### src/rtl/cpu_run_controller_if.sv
// rtl/cpu_run_controller_if.sv - Button, PC and run-control signals between board and cpu_run_controller
interface cpu_run_controller_if;
  logic        run_btn;
  logic        step_btn;
  logic        halt_btn;
  logic        init_btn;
  logic [14:0] pc;
  logic        cpu_en;
  logic        cpu_reset;
  logic [2:0]  state;
  logic        halted;
  logic [31:0] cycle_count;

  modport master (
    output run_btn, step_btn, halt_btn, init_btn, pc,
    input  cpu_en, cpu_reset, state, halted, cycle_count
  );

  modport slave (
    input  run_btn, step_btn, halt_btn, init_btn, pc,
    output cpu_en, cpu_reset, state, halted, cycle_count
  );
endinterface

### src/rtl/cpu_run_controller.sv
// rtl/cpu_run_controller.sv - Run/step/halt sequencer for the Hack CPU with instruction counter,
// end-loop detector and optional instruction budget.
module cpu_run_controller #(
  parameter int unsigned RST_CYCLES  = 4,
  parameter int unsigned LOOP_REPEAT = 4,
  parameter int unsigned MAX_CYCLES  = 0
) (
  input logic                 clk,
  input logic                 reset,
  cpu_run_controller_if.slave bus
);
  typedef enum logic [2:0] {
    S_RESET = 3'd0,
    S_IDLE  = 3'd1,
    S_RUN   = 3'd2,
    S_STEP  = 3'd3,
    S_HALT  = 3'd4
  } state_t;

  localparam logic [7:0] RST_LAST   = 8'(RST_CYCLES);
  localparam logic [3:0] LOOP_LIMIT = 4'(LOOP_REPEAT);

  state_t      state_q;
  logic [3:0]  sync1_q, sync2_q, prev_q;
  logic [7:0]  rst_cnt_q;
  logic        cpu_en_q;
  logic        cpu_reset_q;
  logic [31:0] count_q;
  logic [14:0] pc_prev1_q, pc_prev2_q;
  logic [1:0]  pc_vld_q;
  logic [3:0]  conf_q;

  logic [3:0]  btn;
  logic [3:0]  pulse;
  logic [31:0] count_d;
  logic [3:0]  conf_d;
  logic        confirm;
  logic        auto_halt;

  // Button vectors are ordered {init, halt, step, run}, so bit index also gives priority.
  assign btn   = {bus.init_btn, bus.halt_btn, bus.step_btn, bus.run_btn};
  assign pulse = sync2_q & ~prev_q;

  assign count_d = (&count_q) ? count_q : count_q + 32'd1;

  // A two-instruction loop alternates, so the older PC only counts when the newer one differs.
  assign confirm = (pc_vld_q[0] && (bus.pc == pc_prev1_q)) ||
                   (pc_vld_q[1] && (bus.pc == pc_prev2_q));
  assign conf_d  = !confirm ? 4'd0 : ((conf_q == 4'hF) ? conf_q : conf_q + 4'd1);

  // Evaluated on the edge that retires the instruction, so that instruction is still counted.
  assign auto_halt = cpu_en_q &&
                     (((MAX_CYCLES != 0) && (count_d >= MAX_CYCLES)) || (conf_d >= LOOP_LIMIT));

  always_ff @(posedge clk or negedge reset) begin
    if (!reset) begin
      state_q     <= S_RESET;
      sync1_q     <= '0;
      sync2_q     <= '0;
      prev_q      <= '0;
      rst_cnt_q   <= '0;
      cpu_en_q    <= 1'b0;
      cpu_reset_q <= 1'b1;
      count_q     <= '0;
      pc_prev1_q  <= '0;
      pc_prev2_q  <= '0;
      pc_vld_q    <= '0;
      conf_q      <= '0;
    end else begin
      sync1_q <= btn;
      sync2_q <= sync1_q;
      prev_q  <= sync2_q;

      if (cpu_en_q) begin
        count_q    <= count_d;
        conf_q     <= conf_d;
        pc_prev1_q <= bus.pc;
        pc_prev2_q <= pc_prev1_q;
        pc_vld_q   <= {pc_vld_q[0], 1'b1};
      end

      case (state_q)
        S_RESET: begin
          if (rst_cnt_q == RST_LAST) begin
            state_q     <= S_IDLE;
            cpu_reset_q <= 1'b0;
          end else begin
            rst_cnt_q <= rst_cnt_q + 8'd1;
          end
        end
        S_IDLE, S_HALT: begin
          // Re-reset loads 1: the entry edge itself is the first held cycle.
          if (pulse[3]) begin
            state_q     <= S_RESET;
            cpu_reset_q <= 1'b1;
            rst_cnt_q   <= 8'd1;
            count_q     <= '0;
            pc_vld_q    <= '0;
            conf_q      <= '0;
          end else if (pulse[2]) begin
            state_q <= S_HALT;
          end else if (pulse[1] || pulse[0]) begin
            state_q  <= pulse[1] ? S_STEP : S_RUN;
            cpu_en_q <= 1'b1;
            pc_vld_q <= '0;
            conf_q   <= '0;
          end
        end
        S_RUN: begin
          if (pulse[3]) begin
            state_q     <= S_RESET;
            cpu_reset_q <= 1'b1;
            cpu_en_q    <= 1'b0;
            rst_cnt_q   <= 8'd1;
            count_q     <= '0;
            pc_vld_q    <= '0;
            conf_q      <= '0;
          end else if (pulse[2] || auto_halt) begin
            state_q  <= S_HALT;
            cpu_en_q <= 1'b0;
          end
        end
        S_STEP: begin
          state_q  <= S_HALT;
          cpu_en_q <= 1'b0;
        end
        default: begin
          state_q     <= S_RESET;
          cpu_reset_q <= 1'b1;
          cpu_en_q    <= 1'b0;
          rst_cnt_q   <= 8'd1;
        end
      endcase
    end
  end

  assign bus.cpu_en      = cpu_en_q;
  assign bus.cpu_reset   = cpu_reset_q;
  assign bus.state       = state_q;
  assign bus.halted      = (state_q == S_HALT);
  assign bus.cycle_count = count_q;
endmodule

### src/flat_wrapper.sv
// flat-port wrapper written by rule: the top's interface ports become plain ports
module cpu_run_controller_flat 
#(
  parameter int unsigned RST_CYCLES  = 4,
  parameter int unsigned LOOP_REPEAT = 4,
  parameter int unsigned MAX_CYCLES  = 0
)
  (clk, reset, bus_run_btn, bus_step_btn, bus_halt_btn, bus_init_btn, bus_pc, bus_cpu_en, bus_cpu_reset, bus_state, bus_halted, bus_cycle_count);
  cpu_run_controller_if bus_i ();
  input logic clk;
  input logic reset;
  input wire logic [$bits(bus_i.run_btn)-1:0] bus_run_btn;
  input wire logic [$bits(bus_i.step_btn)-1:0] bus_step_btn;
  input wire logic [$bits(bus_i.halt_btn)-1:0] bus_halt_btn;
  input wire logic [$bits(bus_i.init_btn)-1:0] bus_init_btn;
  input wire logic [$bits(bus_i.pc)-1:0] bus_pc;
  output wire logic [$bits(bus_i.cpu_en)-1:0] bus_cpu_en;
  output wire logic [$bits(bus_i.cpu_reset)-1:0] bus_cpu_reset;
  output wire logic [$bits(bus_i.state)-1:0] bus_state;
  output wire logic [$bits(bus_i.halted)-1:0] bus_halted;
  output wire logic [$bits(bus_i.cycle_count)-1:0] bus_cycle_count;
  assign bus_i.run_btn = bus_run_btn;
  assign bus_i.step_btn = bus_step_btn;
  assign bus_i.halt_btn = bus_halt_btn;
  assign bus_i.init_btn = bus_init_btn;
  assign bus_i.pc = bus_pc;
  assign bus_cpu_en = bus_i.cpu_en;
  assign bus_cpu_reset = bus_i.cpu_reset;
  assign bus_state = bus_i.state;
  assign bus_halted = bus_i.halted;
  assign bus_cycle_count = bus_i.cycle_count;
  cpu_run_controller #(.RST_CYCLES(RST_CYCLES), .LOOP_REPEAT(LOOP_REPEAT), .MAX_CYCLES(MAX_CYCLES)) u_core (.clk(clk), .reset(reset), .bus(bus_i));
endmodule
### config.mk
export PLATFORM = sky130hd
export DESIGN_NAME = cpu_run_controller_flat
export DESIGN_NICKNAME = d
export VERILOG_FILES = /design/src/rtl/cpu_run_controller_if.sv /design/src/rtl/cpu_run_controller.sv /design/src/flat_wrapper.sv
export SDC_FILE = /design/constraint.sdc
export NUM_CORES = 1
export LEC_CHECK = 0
export CORE_MARGIN = 1.5
export CORE_UTILIZATION = 56
export DETAILED_ROUTE_END_ITERATION = 12
export PLACE_DENSITY = 0.8
export SLEW_MARGIN = 5
export SYNTH_ARGS = -nofsm -noshare
export SYNTH_HDL_FRONTEND = slang
export SYNTH_SLANG_ARGS = --single-unit
### constraint.sdc
create_clock -name clk -period 2.35 [get_ports clk]
set_clock_uncertainty 0.05 [all_clocks]
set_input_delay 0.235 -clock clk [delete_from_list [all_inputs] [get_ports clk]]
set_output_delay 0.235 -clock clk [all_outputs]
set_load 0.02 [all_outputs]
# == Word-level counts from Yosys, hierarchy flattened ==
# Cells that the tools add are included.
# totals
reg_bits,93
# classes
magnitude_cmp,1
n_mux,38
add_sub_neg,3
n_eq_ne,16
reduce_logical,14
bitwise,4
# op_table
op,count
32-bit two-way mux,4
32-bit by 1-bit adder with 32-bit output (second input constant),1
32-bit AND reduction,1
15-bit equality test,2
4-bit two-way mux,7
8-bit one-hot mux with 3 select lines,1
3-bit two-way mux,6
8-bit two-way mux,2
3-bit one-hot mux with 4 select lines,1
2-bit two-way mux,5
3-bit AND reduction,3
8-bit by 1-bit adder with 8-bit output (second input constant),1
8-bit by 3-bit equality test with 1-bit output (second input constant),1
1-bit two-way mux,8
4-bit one-hot mux with 2 select lines,1
3-bit by 2-bit equality test with 1-bit output (second input constant),2
2-bit by 1-bit != test with 1-bit output (second input constant),3
2-bit != test (second input constant),3
1-bit one-hot mux with 3 select lines,2
5-bit AND reduction,1
4-bit by 1-bit adder with 4-bit output (second input constant),1
4-bit bitwise AND,1
4-bit equality test (second input constant),1
4-bit by 3-bit greater-or-equal comparator with 1-bit output (second input constant),1
12 further kinds,17

# == Logic depth before layout (Yosys ltp) ==
# Gate-level depths: netlist of run 1.
# depth
depth_word,10
depth_mapped,8
ltp_nobuf,7

# == Least setup slack after synthesis of run 1 ==
# No wires, ideal clock.
# synth_timing
kind,register to register
from,register u_core.state_q[2] (netlist: u_core.bus.state[2])
to,register u_core.count_q[14] (netlist: u_core.bus.cycle_count[14])
setup_ns,0.132
arrival_time_ns,2.148
stages_incl_launch_ff,7
setup_slack_ns,0.020
synth_period_minus_slack_ns,2.330
n_path_buf,2
cell_sequence,dfrtp_1 -> nor3b_1 -> a21oi_1 -> nor2_1 -> clkbuf_1 -> clkbuf_1 -> nor2_1
# synth_between
elab_chain_cells,3
word_cells_on_any_way,5
classes_between,eq/ne: 3; mux: 1; reduce/logical: 1
# synth_lines
element,line,rtl
start: declaration,cpu_run_controller.sv:23,state_t state_q;
start signal: assignment,cpu_run_controller.sv:103,state_q <= pulse[1] ? S_STEP : S_RUN;
3-bit equality test,--,
net bus_halted,flat_wrapper.sv:20,output wire logic [$bits(bus_i.halted)-1:0] bus_halted;
3-bit OR reduction (no source line),--,
32-bit two-way mux,--,
end signal: assignment,cpu_run_controller.sv:75,count_q <= count_d;
end: declaration,cpu_run_controller.sv:28,logic [31:0] count_q;
# The timed path passes the listed nets, and every way through them passes these cells.
# A chain may end at the register's enable or synchronous reset.

# == Worst setup path after layout of run 1 ==
# layout_timing
from,register u_core.count_q[10] (netlist: u_core.bus.cycle_count[10])
to,register u_core.count_q[28] (netlist: u_core.bus.cycle_count[28])
# layout_between
elab_chain_cells,5
word_cells_on_any_way,6
classes_between,add/sub: 1; mux: 4; reduce/logical: 1
# layout_lines
element,line,rtl
32-bit by 1-bit adder with 32-bit output or 32-bit AND reduction (tied branches),cpu_run_controller.sv:44,assign count_d = (&count_q) ? count_q : count_q + 32'd1;
32-bit two-way mux *,cpu_run_controller.sv:44,
32-bit two-way mux *,cpu_run_controller.sv:74,if (cpu_en_q) begin
32-bit two-way mux,"cpu_run_controller.sv:93, cpu_run_controller.sv:110",
32-bit two-way mux *,--,
# Every way passes the cells marked *; elsewhere a longest branch is shown, timed or not.

==> impl.org, run 1 <==
** Run status
- Outcome :: finished, final reports clean

** Logic synthesis
- Proportion of synthesized chip area in sequential cells :: 49.8%
- Synth Area in Compound Gates :: 12.6%
- The synthesized design spends more area on one cell type than any other, namely dfrtp_1.
- Post-synth EDFFs :: 0
- The synthesized netlist devotes 18.2% of its cell area to simple gates.
- Most used standard cell by instance count after synthesis :: dfrtp_1
- Synthesized-area fraction occupied by xor and xnor cells :: about 8.6%
- Synthesis inferred between 90 and 100 register bits.
- For this run, asynchronously set or reset flops after synthesis account for 100%.
- Synthesized netlist cell count :: between 400 and 500
- Post-synthesis share of cell area spent on full adders, half adders and majority gates :: 1.28%
- Multiplexer cells account for under 10% of the synthesized area.
- YS warnings :: 0
- In the synthesized netlist, the cells that appear most often are dfrtp_1, xnor2_1, nor2_1, a21oi_1, mux2_2.
- A synthesized cell averages 10.3 µm².
- After synthesis, the largest family of logic cells by area is simple AND/OR/NAND/NOR gates.
- Sorting the synthesized cells by area gives the leading types as dfrtp_1, xnor2_1, mux2_2, a21oi_1, nand4_1.
- Counting every net in the synthesized netlist gives 478.
- Predominant post-synthesis flop cell :: dfrtp_1
- Synthesis instantiated 49 different standard cells from the library.
- The mapped netlist covers about 4700 µm².
- Summed over its instances, the top area cell type makes up roughly half of the synthesized netlist area.

** Routing
- Post-route DRC :: 0
- For this block, the via count after detailed routing is 3761.
- Violation count after the first detailed-routing iteration :: 237
- The final layout contains routed wiring with a total length of 9710 µm.
- First-pass iteration count of the detailed router :: 5
- Via-per-instance ratio :: about 6.0
- Once detail routing completed, the nets flagged for antenna violations numbered 0.
- Routed WL per cell :: between 15 and 20 µm

** Die
- In this run the standard cell core region covers ~8100 µm².
- During I/O placement, the number of pins put on the boundary was 59.
- The die covers 8910 µm².
- In this run the horizontal extent of the chip is about 94 µm.
- The initialized floorplan defines 33 standard-cell rows.
- Initial Util :: a little under three fifths
- Chip Height :: between 90 and 100 µm

** Worst setup path
- Buffer and inverter count on the worst path :: 0
- Worst EP required :: ~2.6 ns
- The setup path with the least slack is of type flop to flop.
- The critical path goes through nand4_1 -> or4_4 -> or3_4 -> or3_1 -> a21oi_1.
- Depth of the worst register-to-register path :: 5
- In this run the critical register-to-register path is captured at u_core.bus.cycle_count[28].
- Category of cells accounting for the largest share of critical-path delay :: simple AND/OR/NAND/NOR gates
- The largest single stage delay on the critical path is 0.62 ns.
- Along the worst path, the maximum fanout reaches 7.
- Register-to-register setup slack :: 0.14 ns
- Data on the critical path arrives at its endpoint at between 2 and 2.5 ns.
- STA classifies the critical path endpoint as a flop.
- Crit path depth :: 5
- Cell at the slowest stage of the critical path :: or4_4
- STA classifies the critical path startpoint as a flop.
- In this run the critical register-to-register path is launched from u_core.bus.cycle_count[10].

** Global routing
- Initial antenna violation count :: 0
- Vias in the first global route :: 3506
- The first global-routing pass estimated between 15000 and 20000 µm of wire.
- Entering global routing, the biggest net connects 47 pins.
- Across every metal layer, demand over resource in global routing totals between 20% and 30%.
- Global route total overflow :: 0

** Place
- PortBufs :: 58
- OpenSTA, run right after detailed placement, puts the worst setup slack at between 0.1 and 0.15 ns.
- After legalization and detailed placement, the total HPWL measured just under 7000 µm.
- At the end of routability-driven placement, the weighted congestion stood at roughly 0.9.

** Final layout
- Layout overhead on the synthesized area :: 20.7%
- Core utilization of the finished layout :: around 69%
- Fraction of layout cells with a size suffix above 1 :: between 10% and 20%
- The number of antenna diodes in the final layout is 0.
- In the final design database the tool counted roughly 540 nets.

** Clock tree
- Counting every sink on the clock net gives a little over 90.
- The clock tree synthesis step divided the H-tree into 3 levels.
- CTS Buf Count :: 9
- Root Driver :: clkbuf_8
- Clock-pin slew was measured on the worst setup and hold paths at 0.10 ns.
- Latest clock arrival within the worst-skew pair :: 0.36 ns
- Clock tree from TritonCTS :: yes
- Bufs on Longest Clock Path :: 2

** STA
- Maximum clock frequency :: ~0.45 GHz
- For the finished layout, the period the worst path requires is 2.21 ns.
- In the finished design, the share of the clock period the worst path needs comes to 94.1%.
- Slack of the critical path :: ~0.14 ns
- Setup-failing EPs final :: 0
- Summed over all failing endpoints, the final setup total negative slack is 0 ns.
- The count of pins over their slew limit is 0.
- At the pin with the least slew margin, the transition time is a little under 0.7 ns.
- Setup repair after global routing left no endpoint under its margin.
- Measured against its own limit, the worst slew margin works out to a little over half.
- Final Hold Violating Endpoints :: 0

** Power
- IR analysis of the VDD net gives a maximum drop of approximately 550 µV.
- Lkg Pwr :: ~0.0022 µW
- Cell area power density :: approximately 960 nW/µm²

** Worst hold path
- Classification of the worst-slack hold path :: input pin to asynchronous set/reset pin

** Job
- Count of max-cap constraint violations :: 0
[through the flow]
step                      hold WS [ns]  power [µW]  std cells  instance area (µm²)
after global placement          0.0864        4350        612                 5450
after CTS                        0.226        5460        629                 5640
after detailed placement        0.0868        4450        612                 5450
after floorplan                 -0.111        3810        453                 4680
after global routing             0.232        5810        629                 5650
final                            0.237        5420        629                 5650
[final cells by class]
class	instances	area [µm²]
Inverter	9	33.8
Clock buffer	10	138
Timing Repair Buffer	72	711
Tap cell	105	131
Clock inverter	6	47.5
Multi-Input combinational cell	334	2260
Sequential cell	93	2330
Fill cell	628	2490
[logic make-up after synthesis]
family | Yosys count
mux | 31
compound gates | 94
buf+inv | 26
simple gates | 158
flops | 93
fa+ha+maj | 5
xor+xnor | 46
[repair_timing]
| item | 4_1_cts | 5_1_grt |
|---|---|---|
| hold buffers | 1 | 0 |
| setup endpoints to repair | 0 | 2 |
| buffers inserted | 0 | 0 |
| gates resized for setup | 0 | 2 |
| endpoints found under the hold margin | 18 | 0 |
[metal layers]
layer	part of all wire, %	wire (µm)	vias up	track usage [%]
met5	0	0	-	0
met4	2.0	195	0	7.59
met3	4.7	460	19	5.88
met2	48	4650	110	37.5
met1	45	4400	1832	31.3
li1	-	-	1800	-
[sequential cells by signal, summed over array words and instances, names as in the netlist]
register,cells
u_core.sync2_q,4
u_core.prev_q,4
u_core.bus.cpu_reset,1
u_core.rst_cnt_q,8
u_core.bus.state,3
u_core.pc_prev1_q,15
u_core.bus.cpu_en,1
u_core.pc_prev2_q,15
u_core.conf_q,4
u_core.bus.cycle_count,32
u_core.pc_vld_q,2
u_core.sync1_q,4
[where the power goes]
group | leakage, µW | total (µW) | internal (µW) | switching (µW)
Clock | 0.0000981 | 1000 | 423 | 580
Sequential | 0.00118 | 2390 | 2010 | 381
Combinational | 0.000956 | 2020 | 1040 | 983
Total | 0.00223 | 5420 | 3480 | 1940
[worst max path at each step]
stage                                 end                  startpoint  slack [ns]
2_1_floorplan  u_core.bus.cycle_count[14]         u_core.bus.state[2]        0.02
3_3_place_gp   u_core.bus.cycle_count[30]  u_core.bus.cycle_count[10]        0.24
3_5_place_dp   u_core.bus.cycle_count[25]  u_core.bus.cycle_count[10]        0.14
4_1_cts                        bus_halted         u_core.bus.state[0]        0.05
5_1_grt        u_core.bus.cycle_count[27]  u_core.bus.cycle_count[18]       0.008
6_report       u_core.bus.cycle_count[28]  u_core.bus.cycle_count[10]        0.14
[cell usage in the layout (no fill, tap or decap), types with 4 or more instances in the layout]
cell type,synthesis,layout
and4_1,7,7
ha_1,4,4
dfrtp_1,92,92
mux2_2,30,30
nor2_1,32,31
o21ai_0,25,25
nand4_1,22,22
a211oi_1,7,7
and3_1,5,5
or3_1,16,16
clkdlybuf4s50_1,0,57
inv_1,9,9
nand2b_1,4,4
and2_1,6,6
a2111oi_0,5,4
a21oi_1,31,31
buf_4,0,12
clkbuf_8,0,10
nand2_1,28,28
xnor2_1,45,45
or4_1,4,4
nand3_1,20,20
Note: power is estimated with default switching activity, not from simulation.
==> inputs of run 2 (changes only) <==
--- a/config.mk
+++ b/config.mk
@@ -5,10 +5,12 @@
 export SDC_FILE = /design/constraint.sdc
 export NUM_CORES = 1
 export LEC_CHECK = 0
+export ABC_AREA = 1
+export CAP_MARGIN = 30
 export CORE_MARGIN = 1.5
-export CORE_UTILIZATION = 56
+export CORE_UTILIZATION = 57
 export DETAILED_ROUTE_END_ITERATION = 12
-export PLACE_DENSITY = 0.8
+export PLACE_DENSITY = 0.81
 export SLEW_MARGIN = 5
 export SYNTH_ARGS = -nofsm -noshare
 export SYNTH_HDL_FRONTEND = slang
==> run 2 against run 1 <==
  * Total power rose by 24%
  * Combinational power rose by 41%
  * Count of clock-buffer cells in the layout increased by 2
  * Die area rose by 7.9%
  * Critical path depth is 8 higher
  * Sequential power grew 13%
  * Core utilization grew 0.92 points
  * Final area grew 8.6%
  * Cell count increased by 41%
  * Non-clock buffer count fell by 1
  * Routed wire length is 19% higher
  * Critical path type unchanged
  * Highest routed layer unchanged
==> impl.org, run 2 <==
** Final layout
- Layout Nets :: 796
- The library cell used most frequently in the layout, excluding fill and tap cells, is nand2_1.
- The register with the most flip-flops in the layout has 32 of them.
- Fraction of layout cells with a size suffix above 1 :: 6.57%
- Relative to the synthesized area, the layout overhead comes to 19.1%.
- Final non-filler cell area :: 6130 µm²
- Most frequent cells in the layout :: nand2_1, inv_1, nor2_1
- Number of antenna cells inserted :: 0

** Die
- Top-level port count :: 59
- The initial utilization of the core area, before any placement, comes to between 50% and 60%.
- In this run the horizontal extent of the chip is approximately 100 µm.
- Std-Cell Core Area :: around 8700 µm²
- After floorplanning, the core was divided into 34 placement rows.
- Area of the die :: 9610 µm²
- Chip Height :: 98.0 µm

** Global routing
- Maximum number of pins on one net before global-route repair :: 53
- Summed over all layers, the global routing overflow is 0.
- Global-route usage over all layers :: 25.6%
- Initial antenna violation count :: 0
- The first global-routing pass estimated slightly above 20000 µm of wire.
- The number of global-route vias before repair is 4551.

** Logic synthesis
- The mapped netlist covers roughly 5000 µm².
- Library cell with the largest summed area after synthesis :: dfrtp_1
- Fraction of synthesis flops using an asynchronous set or reset pin :: 100%
- Yosys printed 0 warnings.
- The most used flip-flop cell after synthesis is dfrtp_1.
- The synthesized design contains 0 enable-type register cells.
- Synthesis produced a netlist with a net count of 729.
- Commonest cells in the synthesized netlist :: nand2_1, inv_1, dfrtp_1, nor2_1, o21ai_0
- Yosys mapped the design onto 37 distinct sky130hd cell types.
- After synthesis, the largest area contributor takes up 44.7% of total cell area.
- Synthesis produced approximately 700 cells.
- Average footprint of a synthesized cell :: ~7.3 µm²
- The share of the Yosys chip area taken by registers is a little under half.
- Most used standard cell by instance count after synthesis :: nand2_1
- Ranking of synthesized cells by area :: dfrtp_1, nand2_1, inv_1, nor2_1, o21ai_0
- After synthesis the netlist holds a flip-flop and latch count of 93.

** Place
- Once placement finished, the instance area stood at approximately 5900 µm².
- Detailed placement ended at an HPWL of ~8700 µm.
- Placer congestion estimate :: between 0.9 and 1
- Input and output buffers added on the ports amount to between 50 and 60.

** Clock tree
- Latest clock arrival within the worst-skew pair :: 0.35 ns
- CTS H-tree lvls :: 3
- After clock tree synthesis, the clock-pin slew on the worst setup and hold paths is about 0.09 ns.
- Clock tree from TritonCTS :: yes
- The tree built by TritonCTS fans out to just over 90 sinks.
- Counting the buffers created by CTS gives 9.
- Counting along the longest clock path gives a buffer depth of 2.
- CTS placed an instance of clkbuf_8 at the clock tree root.

** Worst setup path
- Worst EP required :: around 2.6 ns
- Measured in cells, the most critical reg-to-reg path has a length of 13.
- Reg-to-Reg End :: u_core.bus.cycle_count[2]
- Critical Setup Path Class :: flop to flop
- Worst reg2reg path startpoint :: u_core.bus.cycle_count[1]
- Crit path arrival time :: about 2.4 ns
- CP startpoint kind :: flop
- STA classifies the critical path endpoint as a flop.
- Across all register-to-register paths, the minimum setup slack is 0.17 ns.
- Of all nets on the critical path, the largest fanout is 10.

** Routing
- The detail route stage leaves a number of antenna-violating nets equal to 0.
- Final routed wirelength across all metal layers :: 11600 µm
- The detailed router finished its first iteration with ~240 violations.
- The final route contains 4695 vias.
- First-pass iteration count of the detailed router :: 5
- Post-route DRC :: 0
- Routed WL per cell :: approximately 13 µm
- Dividing the detail-routed via count by the number of cells gives approximately 5.3.

** STA
- Unrepaired setup endpoints after global routing :: false
- Maximum clock frequency :: 0.458 GHz
- The routed design could run at a clock period as short as between 2 and 2.5 ns.
- Headroom to the max-slew limit came out at a little under three fifths.
- Worst hold margin :: about 0.27 ns
- Final Hold Violating Endpoints :: 0
- Worst Max-Slew Pin Slew :: 0.648 ns
- Final count of pins violating max slew :: 0
- Part of the cycle the worst path needs :: slightly above 90%
- Setup violations remaining at the end of the flow were counted as 0.
- Summed over all failing endpoints, the final setup total negative slack is 0 ns.

** Worst hold path
- Min-Delay Endpoint :: u_core.sync1_q[2]
- The startpoint identified for the worst hold timing path is bus_halt_btn.
- Count of cells along the worst hold path :: 1
- Classification of the worst-slack hold path :: input pin to flop

** Power
- Lkg Pwr :: around 0.0029 µW
- Total power consumption of the routed design :: a little under 7000 µW
- VDD sags by at most 821 µV.
- Cell area power density :: about 1100 nW/µm²

** Run status
- The run finished with clean final reports.

** Job
- The tool flagged a number of max-cap violations equal to 0.
-- run 2: cell type report --
cell class / instances / area (µm²)
tap: 108 / 135
clock inverter: 4 / 70.1
sequential: 93 / 2330
inverter: 97 / 364
multi-input combinational: 499 / 2390
clock buffer: 12 / 155
timing repair buffer: 71 / 691
fill: 738 / 2590
-- run 2: what timing repair did --
item / CTS / global route
setup buffers: 0 / 0
hold buffers: 1 / 0
endpoints found under the setup margin: 0 / 2
gates resized for setup: 0 / 1
hold endpoints to repair: 49 / 0
-- run 2: stage by stage --
stage               instances  setup WS, ns  util (%)
global route              884        0.0174      70.3
CTS                       884         0.177      70.3
floorplan                 704         0.373         -
detailed placement        867         0.207      67.6
finish                    884         0.167      70.3
global placement          867         0.266      67.6
-- run 2: power breakdown --
group	switching, µW	internal, µW
registers	563	2140
clock network	548	655
logic	1690	1140
-- run 2: cells by family (layout without fill, tap and decap cells) --
logic type               count (synthesis)  after routing  share of synthesized area [%]
AND/OR/NAND/NOR                        373            373                           30.2
buffers and inverters                  112            184                           8.38
AO/OA/AOI/OAI                           98             98                           11.1
flip-flops                              93             93                           45.2
XOR/XNOR                                23             23                           3.91
adder cells (fa/ha/maj)                  4              4                          0.972
multiplexers                             1              1                          0.219
-- run 2: worst max-delay path by stage --
stage	start	end	slack [ns]	depth (start not counted)
floorplan	u_core.bus.cycle_count[0]	u_core.bus.cycle_count[1]	0.37	12
global placement	bus_pc[1]	u_core.bus.state[0]	0.27	14
detailed placement	u_core.bus.cycle_count[0]	u_core.bus.cycle_count[2]	0.21	13
CTS	u_core.bus.cycle_count[0]	u_core.bus.cycle_count[2]	0.18	13
global route	u_core.bus.cycle_count[1]	u_core.bus.cycle_count[5]	0.02	13
finish	u_core.bus.cycle_count[1]	u_core.bus.cycle_count[2]	0.17	13
-- run 2: routing by layer --
layer	vias up	track usage [%]	wire length, µm
met5	-	0	0
met4	0	11.0	261
met3	24	2.86	495
met2	133	43.8	5620
met1	2170	33.0	5220
li1	2368	-	-
-- run 2: worst max-delay path, cell delays in order (launching register included) --
cell	delay (ns)
dfrtp_1	0.42
ha_1	0.20
inv_1	0.09
nor2_4	0.18
nand2_4	0.08
nor2_4	0.12
nand2_2	0.10
nor2_4	0.14
nand2_4	0.08
o21ai_4	0.17
buf_4	0.21
nor2_1	0.05
o21ai_0	0.14
nor2_1	0.06
==> inputs of run 3 (changes only) <==
==> constraint.sdc (replaced) <==
create_clock -name clk -period 2.4 [get_ports clk]
set_clock_uncertainty 0.05 [all_clocks]
set_input_delay 0.24 -clock clk [delete_from_list [all_inputs] [get_ports clk]]
set_output_delay 0.24 -clock clk [all_outputs]
set_load 0.02 [all_outputs]
==> run 3 against run 2 <==
  * Non-clock buffer count grew 2
  * Fmax grew 1.6%
  * Clock power shrank 8%
  * Total power shrank 2.4%
  * Critical path type unchanged
  * Highest routed layer unchanged
==> impl.org, run 3 (synthesis results as in run 2) <==
** Die
- In this run the horizontal extent of the chip is ~98 µm.
- Area of the die :: ~9600 µm²
- In this run the core area contains 34 standard-cell rows.
- 59 I/O pins were placed.
- From bottom edge to top edge, the die measures approximately 100 µm.
- Std-Cell Core Area :: 8720 µm²
- Once the floorplan was initialized, standard cells occupied ~59% of the core.

** STA
- Worst Max-Slew Pin Slew :: 0.637 ns
- Slack of the critical path :: 0.250 ns
- The smallest clock period supported by the final layout is computed as between 2 and 2.5 ns.
- Final Hold Violating Endpoints :: 0
- Headroom to the max-slew limit :: a little under three fifths
- Setup-failing EPs final :: 0
- Unrepaired setup endpoints after global routing :: false
- Maximum clock frequency :: 0.465 GHz
- Dividing the final minimum period by the clock period gives approximately 90%.
- The count of pins over their slew limit came to 0.
- After routing, the total negative slack on setup checks comes to 0 ns.

** Final layout
- At the end of the flow, the number of nets in the layout was approximately 800.
- Most frequent cells in the layout :: nand2_1, inv_1, nor2_1, dfrtp_1, o21ai_0
- Of the cells placed in the final design, the portion with a size suffix greater than 1 is about 6.7%.
- Summing all multi-input logic gate instances after layout gives between 2000 and 2500 µm².
- Seq. cell area :: 2330 µm²
- The library cell used most frequently in the layout, excluding fill and tap cells, is nand2_1.
- Number of antenna cells inserted :: 0
- Max FFs per register :: 32
- The area growth from synthesis to layout is 19.4%.
- The layout has between 700 and 800 filler cells.

** Place
- Once detailed placement completed, the half-perimeter wirelength came to approximately 8700 µm.
- PortBufs :: 58
- Placer congestion estimate :: ~0.94
- Setup Slack @ Placement :: about 0.24 ns

** Worst hold path
- Along the worst hold path, the cell count comes to 1.
- Min-Delay Endpoint :: u_core.sync1_q[2]
- The worst hold path begins at bus_halt_btn.
- The worst hold path belongs to the class input pin to flop.

** Routing
- For this block, the routed nets add up to approximately 12000 µm of wire.
- First-pass iteration count of the detailed router :: 5
- The final route contains around 4700 vias.
- In the routed design, unresolved DRC markers number 0.
- The detailed router finished its first iteration with between 150 and 200 violations.
- Once detail routing completed, the nets flagged for antenna violations numbered 0.
- Via-per-instance ratio :: about 5.3
- Routed WL per cell :: 13.1 µm

** Worst setup path
- Depth of the worst register-to-register path :: 13
- STA classifies the critical path startpoint as a flop.
- In this run the critical register-to-register path is captured at u_core.bus.cycle_count[2].
- At the worst endpoint, the arrival time is ~2.3 ns.
- Across all register-to-register paths, the minimum setup slack is roughly 0.25 ns.
- The worst register-to-register path begins at u_core.bus.cycle_count[0].
- Critical path capture point type :: flop
- CP max FO :: 7
- The critical path is of the flop to flop type.
- Worst EP required :: approximately 2.6 ns

** Global routing
- Summed over all layers, the global routing overflow is 0.
- Entering global routing, the biggest net connects 58 pins.
- Global-route wire length before repair :: slightly above 20000 µm
- The number of global-route vias before repair was 4631.
- Global routing used around a quarter of the available tracks across all layers.
- The initial antenna violation count is 0.

** Power
- Lkg Pwr :: slightly below 0.003 µW
- Worst VDD drop :: between 700 and 800 µV
- Summing internal, switching and leakage power gives approximately 6600 µW.
- Cell area power density :: 1070 nW/µm²

** Clock tree
- After clock tree synthesis, the clock-pin slew on the worst setup and hold paths is roughly 0.090 ns.
- Root Driver :: clkbuf_8
- Latest clock arrival within the worst-skew pair :: ~0.35 ns
- Counting the buffers created by CTS gives 9.
- Number of clock sinks :: 93
- Clock tree from TritonCTS :: yes
- The longest clock path from root to sink contains 2 buffers.
- CTS H-tree lvls :: 3

** Job
- The tool flagged a number of max-cap violations equal to 0.

** Run status
- Outcome :: finished, final reports clean
[run 3: changes by cell type in the layout (fill, tap and decap cells not counted), sizes merged]
cell      delta
buf          +2
bufinv       -1
clkbuf       +1
clkinv       -1
clkinvlp     +1
[run 3: repair_timing]
item / CTS / global route
buffers inserted: 0 / 2
endpoints found under the setup margin: 0 / 1
hold buffers: 1 / 0
gates resized for setup: 0 / 0
hold endpoints to repair: 47 / 0
[run 3: how the worst max path moves through the flow]
| stage | cells past startpoint | startpoint | to | slack, ns |
|---|---|---|---|---|
| after global routing | 13 | u_core.bus.cycle_count[0] | u_core.bus.cycle_count[5] | 0.0007 |
| final | 13 | u_core.bus.cycle_count[0] | u_core.bus.cycle_count[2] | 0.25 |
| after detailed placement | 13 | u_core.bus.cycle_count[0] | u_core.bus.cycle_count[2] | 0.24 |
| after floorplan | 12 | u_core.bus.cycle_count[0] | u_core.bus.cycle_count[1] | 0.42 |
| after CTS | 13 | u_core.bus.cycle_count[0] | u_core.bus.cycle_count[2] | 0.21 |
| after global placement | 13 | u_core.bus.cycle_count[0] | u_core.bus.cycle_count[2] | 0.32 |
[run 3: per-layer routing]
layer	up-vias	track usage (%)	part of all wire (%)
met5	-	0	0
met4	0	10.0	1.9
met3	20	3.44	5.7
met2	145	45.0	49
met1	2208	32.4	43
li1	2358	-	-
[run 3: through the flow]
step                      instances  hold WS (ns)  instance area [µm²]  utilization [%]
final                           886         0.272                 6150             70.5
after global routing            886         0.281                 6150             70.5
after CTS                       884         0.258                 6130             70.3
after detailed placement        867         0.256                 5910             67.8
after global placement          867         0.257                 5910             67.8
after floorplan                 704        -0.106                 5150                -
[run 3: cell type report]
| cell class | instances | area share, % |
|---|---|---|
| multi-input combinational | 499 | 38.9 |
| sequential | 93 | 37.9 |
| clock buffer | 13 | 2.75 |
| clock inverter | 3 | 0.692 |
| inverter | 97 | 5.92 |
| timing repair buffer | 73 | 11.7 |
| tap | 108 | 2.20 |
[run 3: where the power goes]
part	internal (µW)	switching, µW
logic	1150	1700
registers	2100	534
clock network	567	535
total	3820	2770
[run 3: critical path, stage by stage, from the launching register on]
cell and delay (ns):
dfrtp_1 0.39, ha_1 0.19, inv_1 0.09, nor2_4 0.17
nand2_4 0.08, nor2_4 0.11, nand2_2 0.09, nor2_4 0.12
nand2_4 0.08, o21ai_4 0.22, buf_4 0.21, nor2_1 0.04
o21ai_0 0.14, nor2_1 0.06
